`src/rtl/iq_upsampler.sv`:
```
// iq_upsampler: baseband TX stage placed after the symbol mapper.
// Accepts one packed I/Q symbol per input beat, scales it by a signed Q2.14 gain
// (round half up, saturate to 16 bits) and expands it into Lq output samples,
// either zero-stuffed or sample-and-hold. The input TLAST is moved onto the final
// output sample of that symbol.
//
// Ports:
//   clk_bb_i      baseband clock, rising edge
//   rst_i         synchronous active-high reset
//   cfg_l_i       upsample factor (0 -> 1, above MAX_L -> MAX_L)
//   cfg_hold_i    0 = zero-stuff, 1 = sample-and-hold
//   cfg_gain_i    signed Q2.14 gain, 0x4000 = unity
//   sat_clr_i     clears the sticky saturation flag
//   in_valid_i / in_ready_o / in_data_i / in_last_i      symbol input (I = [31:16], Q = [15:0])
//   out_valid_o / out_ready_i / out_data_o / out_last_o  sample output
//   sat_flag_o    sticky: some scaled I or Q component was clamped
module iq_upsampler #(
  parameter int unsigned MAX_L = 16,
  parameter int unsigned LW    = 5
) (
  input  logic          clk_bb_i,
  input  logic          rst_i,
  input  logic [LW-1:0] cfg_l_i,
  input  logic          cfg_hold_i,
  input  logic [15:0]   cfg_gain_i,
  input  logic          sat_clr_i,
  input  logic          in_valid_i,
  output logic          in_ready_o,
  input  logic [31:0]   in_data_i,
  input  logic          in_last_i,
  output logic          out_valid_o,
  input  logic          out_ready_i,
  output logic [31:0]   out_data_o,
  output logic          out_last_o,
  output logic          sat_flag_o
);

  typedef enum logic [0:0] {StIdle, StEmit} state_e;

  localparam logic [LW-1:0] MaxLq = LW'(MAX_L);

  state_e        state_q;
  logic [LW-1:0] ph_q;
  logic [LW-1:0] lq_q;
  logic          hold_q;
  logic          last_q;
  logic [31:0]   sym_q;
  logic          sat_q;

  logic [LW-1:0] lq_in;
  logic [16:0]   scaled_i;
  logic [16:0]   scaled_q;
  logic          last_ph;
  logic          out_fire;
  logic          accept;
  logic          sat_d;

  // Returns {clamped, value}. |p| <= 2^30, so the rounding add cannot overflow.
  function automatic logic [16:0] scale_comp(input logic signed [15:0] x,
                                             input logic signed [15:0] g);
    logic signed [31:0] p;
    logic signed [31:0] r;
    p = 32'(x) * 32'(g);
    r = (p + 32'sd8192) >>> 14;
    if (r > 32'sd32767) begin
      return {1'b1, 16'h7fff};
    end else if (r < -32'sd32768) begin
      return {1'b1, 16'h8000};
    end else begin
      return {1'b0, r[15:0]};
    end
  endfunction

  always_comb begin
    lq_in = cfg_l_i;
    if (cfg_l_i == '0) begin
      lq_in = LW'(1);
    end else if (32'(cfg_l_i) > MAX_L) begin
      lq_in = MaxLq;
    end
  end

  always_comb begin
    scaled_i = scale_comp(in_data_i[31:16], cfg_gain_i);
    scaled_q = scale_comp(in_data_i[15:0], cfg_gain_i);
  end

  always_comb begin
    out_valid_o = (state_q == StEmit);
    last_ph     = (ph_q == lq_q - LW'(1));
    out_fire    = out_valid_o && out_ready_i;
    // A new symbol may enter in the same cycle the previous final sample leaves.
    in_ready_o  = !rst_i && ((state_q == StIdle) || (out_fire && last_ph));
    accept      = in_valid_i && in_ready_o;
    out_data_o  = (out_valid_o && ((ph_q == '0) || hold_q)) ? sym_q : 32'h0;
    out_last_o  = out_valid_o && last_q && last_ph;
    sat_flag_o  = sat_q;
  end

  // A fresh saturation takes priority over a simultaneous clear.
  always_comb begin
    sat_d = sat_q;
    if (sat_clr_i) begin
      sat_d = 1'b0;
    end
    if (accept && (scaled_i[16] || scaled_q[16])) begin
      sat_d = 1'b1;
    end
  end

  always_ff @(posedge clk_bb_i) begin
    if (rst_i) begin
      state_q <= StIdle;
      ph_q    <= '0;
      lq_q    <= LW'(1);
      hold_q  <= 1'b0;
      last_q  <= 1'b0;
      sym_q   <= '0;
      sat_q   <= 1'b0;
    end else begin
      sat_q <= sat_d;
      // Symbol parameters are latched only on acceptance, so later cfg changes
      // never touch the symbol being emitted.
      if (accept) begin
        sym_q  <= {scaled_i[15:0], scaled_q[15:0]};
        lq_q   <= lq_in;
        hold_q <= cfg_hold_i;
        last_q <= in_last_i;
      end
      unique case (state_q)
        StIdle: begin
          if (accept) begin
            state_q <= StEmit;
            ph_q    <= '0;
          end
        end
        StEmit: begin
          if (out_fire) begin
            if (!last_ph) begin
              ph_q <= ph_q + LW'(1);
            end else if (accept) begin
              ph_q <= '0;
            end else begin
              state_q <= StIdle;
              ph_q    <= '0;
            end
          end
        end
        default: begin
          state_q <= StIdle;
          ph_q    <= '0;
        end
      endcase
    end
  end

endmodule

```
`config.mk`:
```
export PLATFORM = sky130hd
export DESIGN_NAME = iq_upsampler
export DESIGN_NICKNAME = d
export VERILOG_FILES = /design/src/rtl/iq_upsampler.sv
export SDC_FILE = /design/constraint.sdc
export NUM_CORES = 1
export LEC_CHECK = 0
export CORE_ASPECT_RATIO = 0.9
export CORE_MARGIN = 4
export CORE_UTILIZATION = 60
export CTS_BUF_LIST = sky130_fd_sc_hd__clkbuf_16
export DETAILED_ROUTE_END_ITERATION = 8
export PLACE_DENSITY = 0.88
export SLEW_MARGIN = 20
export SYNTH_ARGS = -nofsm -noshare
export SYNTH_HDL_FRONTEND = slang
export SYNTH_SLANG_ARGS = --single-unit
export TNS_END_PERCENT = 50
```
`constraint.sdc`:
```
create_clock -name clk_bb_i -period 12.2 [get_ports clk_bb_i]
set_input_delay 1.83 -clock clk_bb_i [delete_from_list [all_inputs] [get_ports clk_bb_i]]
set_output_delay 1.83 -clock clk_bb_i [all_outputs]
set_load 0.03 [all_outputs]
```
Yosys cells after proc, flatten, opt, wreduce, memory -nomap -nowiden
Cells that the tools add are included.
{"block": "classes", "n_eq_ne": 3, "mux": 17, "n_lt_le_gt_ge": 5, "reduce_logical": 16, "mul": 2, "bitwise": 1, "add_sub_neg": 4}
{"op": "$mux 17", "count": 4}
{"op": "$add 32x15->32 const B", "count": 2}
{"op": "$mul 16x16->32", "count": 2}
{"op": "$gt 18x16->1 const B", "count": 2}
{"op": "$lt 18x16->1 const B", "count": 2}
{"op": "$mux 32", "count": 1}
{"op": "$mux 5", "count": 5}
{"op": "$logic_not 5->1", "count": 2}
{"op": "$pmux 5 s2", "count": 1}
{"op": "$logic_and 1x1->1", "count": 8}
{"op": "$add 5x1->5 const B", "count": 1}
{"op": "$eq 5x5->1", "count": 1}
{"op": "$gt 5x5->1 const B", "count": 1}
{"op": "$mux 1", "count": 5}
{"op": "$sub 5x1->5 const B", "count": 1}
{"op": "$logic_or 1x1->1", "count": 3}
{"op": "$ne 2x1->1 const B", "count": 1}
{"op": "$ne 2x2->1 const B", "count": 1}
{"op": "$pmux 1 s2", "count": 1}
{"op": "$reduce_and 2->1", "count": 1}
{"op": "$reduce_bool 2->1", "count": 1}
{"op": "$logic_not 1->1", "count": 1}
{"op": "$not 1->1", "count": 1}
{"block": "totals", "in_bits": 60, "output_inout_bits": 36, "word_cells": 55, "register_bits": 46}

Depth between registers and ports, before layout
{"block": "depth", "ltp_word": 10, "mapped_depth": 26, "ltp_nobuf": 23}

Least setup slack after synthesis
OpenSTA, ideal clock, no wires.
{"block": "synth_timing", "kind": "input port to flip-flop", "start": "in in_data_i[15]", "end": "reg sym_q[6]", "n_path_buf": 3, "stages": 22, "setup_slack_ps": 4145, "t_required_ps": 12134, "setup_ps": 66, "arrival_ps": 7989, "cell_sequence": "clkbuf_1 nand2_1 inv_1 fa_1 fa_1 fa_1 inv_1 fa_1 fa_1 fa_1 inv_1 ha_1 clkbuf_4 nand2_1 or4_4 o221a_1 a21oi_2 nor2_2 o311ai_4 buf_6 a21oi_2 a21oi_2"}
{"block": "synth_via", "elab_chain_cells": 5, "word_cells_on_any_way": 6, "cone_classes": "add/sub (1); mul (1); order compare (2); mux (2)"}
{"item": "start, declared", "line": "29", "rtl": "input logic [31:0] in_data_i,"}
{"item": "$mul 16x16->32 *", "line": "63", "rtl": "p = 32'(x) * 32'(g);"}
{"item": "$add 32x15->32 *", "line": "64", "rtl": "r = (p + 32'sd8192) >>> 14;"}
{"item": "$lt 18x16->1", "line": "67", "rtl": "end else if (r < -32'sd32768) begin"}
{"item": "$mux 17", "line": "67"}
{"item": "$mux 17 *", "line": "65", "rtl": "if (r > 32'sd32767) begin"}
{"item": "end signal, assigned", "line": "125", "rtl": "sym_q <= {scaled_i[15:0], scaled_q[15:0]};"}
{"item": "end, declared", "line": "47", "rtl": "logic [31:0] sym_q;"}
Every way passes the cells marked *; elsewhere a longest branch is shown, timed or not.
A chain may end at the register's enable or synchronous reset.

Worst setup path after layout
{"block": "layout_timing", "start": "in cfg_gain_i[15]", "end": "reg sym_q[0]"}
{"block": "layout_via", "elab_chain_cells": 5, "word_cells_on_any_way": 6, "cone_classes": "add/sub (1); mul (1); order compare (2); mux (2)"}
{"item": "start, declared", "line": "25", "rtl": "input logic [15:0] cfg_gain_i,"}
{"item": "$mul 16x16->32 *", "line": "63"}
{"item": "$add 32x15->32 *", "line": "64"}
{"item": "$lt 18x16->1", "line": "67"}
{"item": "$mux 17", "line": "67"}
{"item": "$mux 17 *", "line": "65"}
Marked as above.

==> qor.yml <==
synth:
  synth-compound-area-share: 0.0706
  synth-simple-area-share: 0.170
  yosysWarnings: 0
  synth_flop_cell: "dfxtp_1"
  synth.area.top_cells: "fa_1 (48%), inv_1 (9.8%), ha_1 (9.0%)"
  yosysSeqAreaShare: 0.0423
  ys_types: 70
  synth_area_leader_cell: "fa_1"
  synth-seq-cells: 46
  synth_top_family_by_area: "adder cells"
  syn_avg_cell_area_sq_um: 9.05
  synth-adder-area-share: 0.573
  synth-edff-count: 0
  synthMuxAreaShare: 0.00138
  synth_top_area_frac: 0.482
  synth_nets: 3144
  syn_inst: 2403
  synth.cell_area_sq_um: 21800
  ys_async_sr_fraction: 0
  synth-xor-area-share: 0.0229
cells_and_area:
  fin_nets: 3161
  layout_common_cells: "inv_1 (568), fa_1 (524), and2_1 (276)"
  drive_above_1_share: 0.0268
  area_growth_pct: 6.40
  antenna-diode-count: 0
  final_common_cell: "inv_1"
timing:
  tns_ps: 0
  worst_slew_pin_slew_ps: 1190
  setup_viol: 0
  whs_ps: 468
  slew_viol_final: 0
  slew_headroom: 0.202
  period_needed_ps: 9870
  clock_skew_ps: 3.46
  fmax_mhz: 101
  rsz0062_at_grt: "no"
  hold_viol: 0
  timing.final.crit_share: 0.809
clocking:
  cts-buffers-inserted: 5
  cts_root_buf: "clkbuf_16"
  insertion_delay_ps: 310
  cts_hold_buf: 0
  cts_buffer_depth: 2
  htreeDepth: 2
  clk_pin_slew_ps: 70
  numClockSinks: 46
  cts-resized-gates: 0
  postCtsSetupBuffers: 0
  cts_tree: "built"
routing:
  drt_iter0_drc: 1156
  routed_via_density: 5.74
  drtPass1Iterations: 6
  finalWirelength_mm: 52.8
  wl_per_cell_um: 18.3
  route.antenna.remaining_nets: 0
  drc: 0
  vias: 16600
setup_path:
  rr_startpoint: "lq_q[0]"
  critPathMaxStageDelay_ps: 860
  setup.reg_to_reg.worst_slack_ps: 9180
  startpoint_type: "input pin"
  path_cells: "clkdlybuf4s50_1 -> clkinv_1 -> buf_4 -> nor2_1 -> fa_1 -> fa_1 -> fa_1 -> fa_1 -> fa_1 -> inv_1 -> fa_1 -> inv_1 -> ha_1 -> a21oi_1 -> o211ai_1 -> a211oi_1 -> o21ai_0 -> o21ai_0 -> a21oi_1 -> o311ai_4 -> a21oi_1 -> a21oi_1"
  worst_ep_required_time_ps: 12440
  arrival_ps: 10110
  startpoint: "cfg_gain_i[15]"
  worst_path_most_repeated_cell: "fa_1"
  ff2ff_path_depth: 10
  path_max_fanout: 15
  path_class: "in -> reg"
  cp-endpoint: "sym_q[0]"
  crit_slowest_cell: "clkdlybuf4s50_1"
  r2r-end: "ph_q[4]"
  crit_path_end_kind: "flip-flop"
die:
  die_x_um: 209
  dieArea_sq_um: 39400
  fp-row-count: 65
  initial_core_util: 0.613
  die_h_um: 189
  core_sq_um: 35500
  ios: 96
flow_run:
  maxCapViolCount: 0
run_status:
  status: "finished, final reports clean"
grt:
  track_usage: 0.281
  grt_max_degree: 64
  grt_pass1_wl_mm: 91.2
  grt_pass1_vias: 19000
  gr-total-overflow: 0
  grt_antenna_before_repair: 0
min_path:
  worstHoldPathType: "reg -> reg"
  min_path_cells: 2
placed_design:
  port_buffers: 95
  gp_congestion: 0.932
  dp_hpwl_mm: 42.2
==> worst max-delay path, delay by kind of cell <==
kind | cells | cell delay [ps]
compound gates | 9 | 2670
fa+ha+maj | 7 | 3240
simple gates | 1 | 170
buf+inv | 5 | 2190
==> layout make-up <==
cell class | instances | area [sq um]
repair buffers | 116 | 1100
multi-input cells | 1682 | 18200
inverters | 569 | 2140
flip-flops and latches | 46 | 921
clock buffers | 5 | 125
fillers | 2759 | 12300
well taps | 469 | 587
clock inverters | 3 | 43.8
==> per-stage QoR <==
step	area (sq um)	setup WS [ps]	cells	utilization
floorplan	21800	4140	2403	-
global placement	23000	2430	2882	0.648
detailed placement	23000	2140	2882	0.648
CTS	23100	2470	2890	0.653
global route	23100	1870	2890	0.653
finish	23100	2330	2890	0.653
==> sequential cells by signal, indices dropped and copies added, names as in the netlist <==
register / count
sym_q: 32
lq_q: 5
ph_q: 5
hold_q: 1
last_q: 1
out_valid_o: 1
sat_flag_o: 1
==> worst min path at each step <==
stage / slack (ps) / startpoint / end
2_1_floorplan: 440 / sym_q[0] / sym_q[0]
3_3_place_gp: 460 / sym_q[0] / sym_q[0]
3_5_place_dp: 460 / sym_q[1] / sym_q[1]
4_1_cts: 470 / sym_q[1] / sym_q[1]
6_report: 470 / sym_q[1] / sym_q[1]
5_1_grt: 490 / sym_q[3] / sym_q[3]
==> kinds of logic (layout without fill, tap and decap cells) <==
family	count (synthesis)	after routing
AND/OR/NAND/NOR	712	712
AO/OA/AOI/OAI	229	229
multiplexers	3	3
XOR/XNOR	57	57
buffers and inverters	675	693
flip-flops	46	46
adder cells (fa/ha/maj)	681	681
==> synth_stat cells, drive strengths merged (12+ instances only) <==
master and number:
nand2 260, a21o 19, ha 157, clkbuf 97, nor2 58, nand3b 19
xnor2 42, a21oi 90, nand3 15, and2 276, xor2 15, nand4 12
dfxtp 46, nand2b 14, o21ai 41, fa 524, inv 568, nor3 16
==> metal layers <==
layer  wire length (um)  track usage  up-vias
met5                  0            0        -
met4               1900        0.100        0
met3               5170       0.0664      181
met2              25900        0.479      854
met1              19800        0.353     8370
li1                   -            -     7182
Power is not shown: default switching activity piles up to over one toggle a cycle in this logic, so the estimate is an artifact.
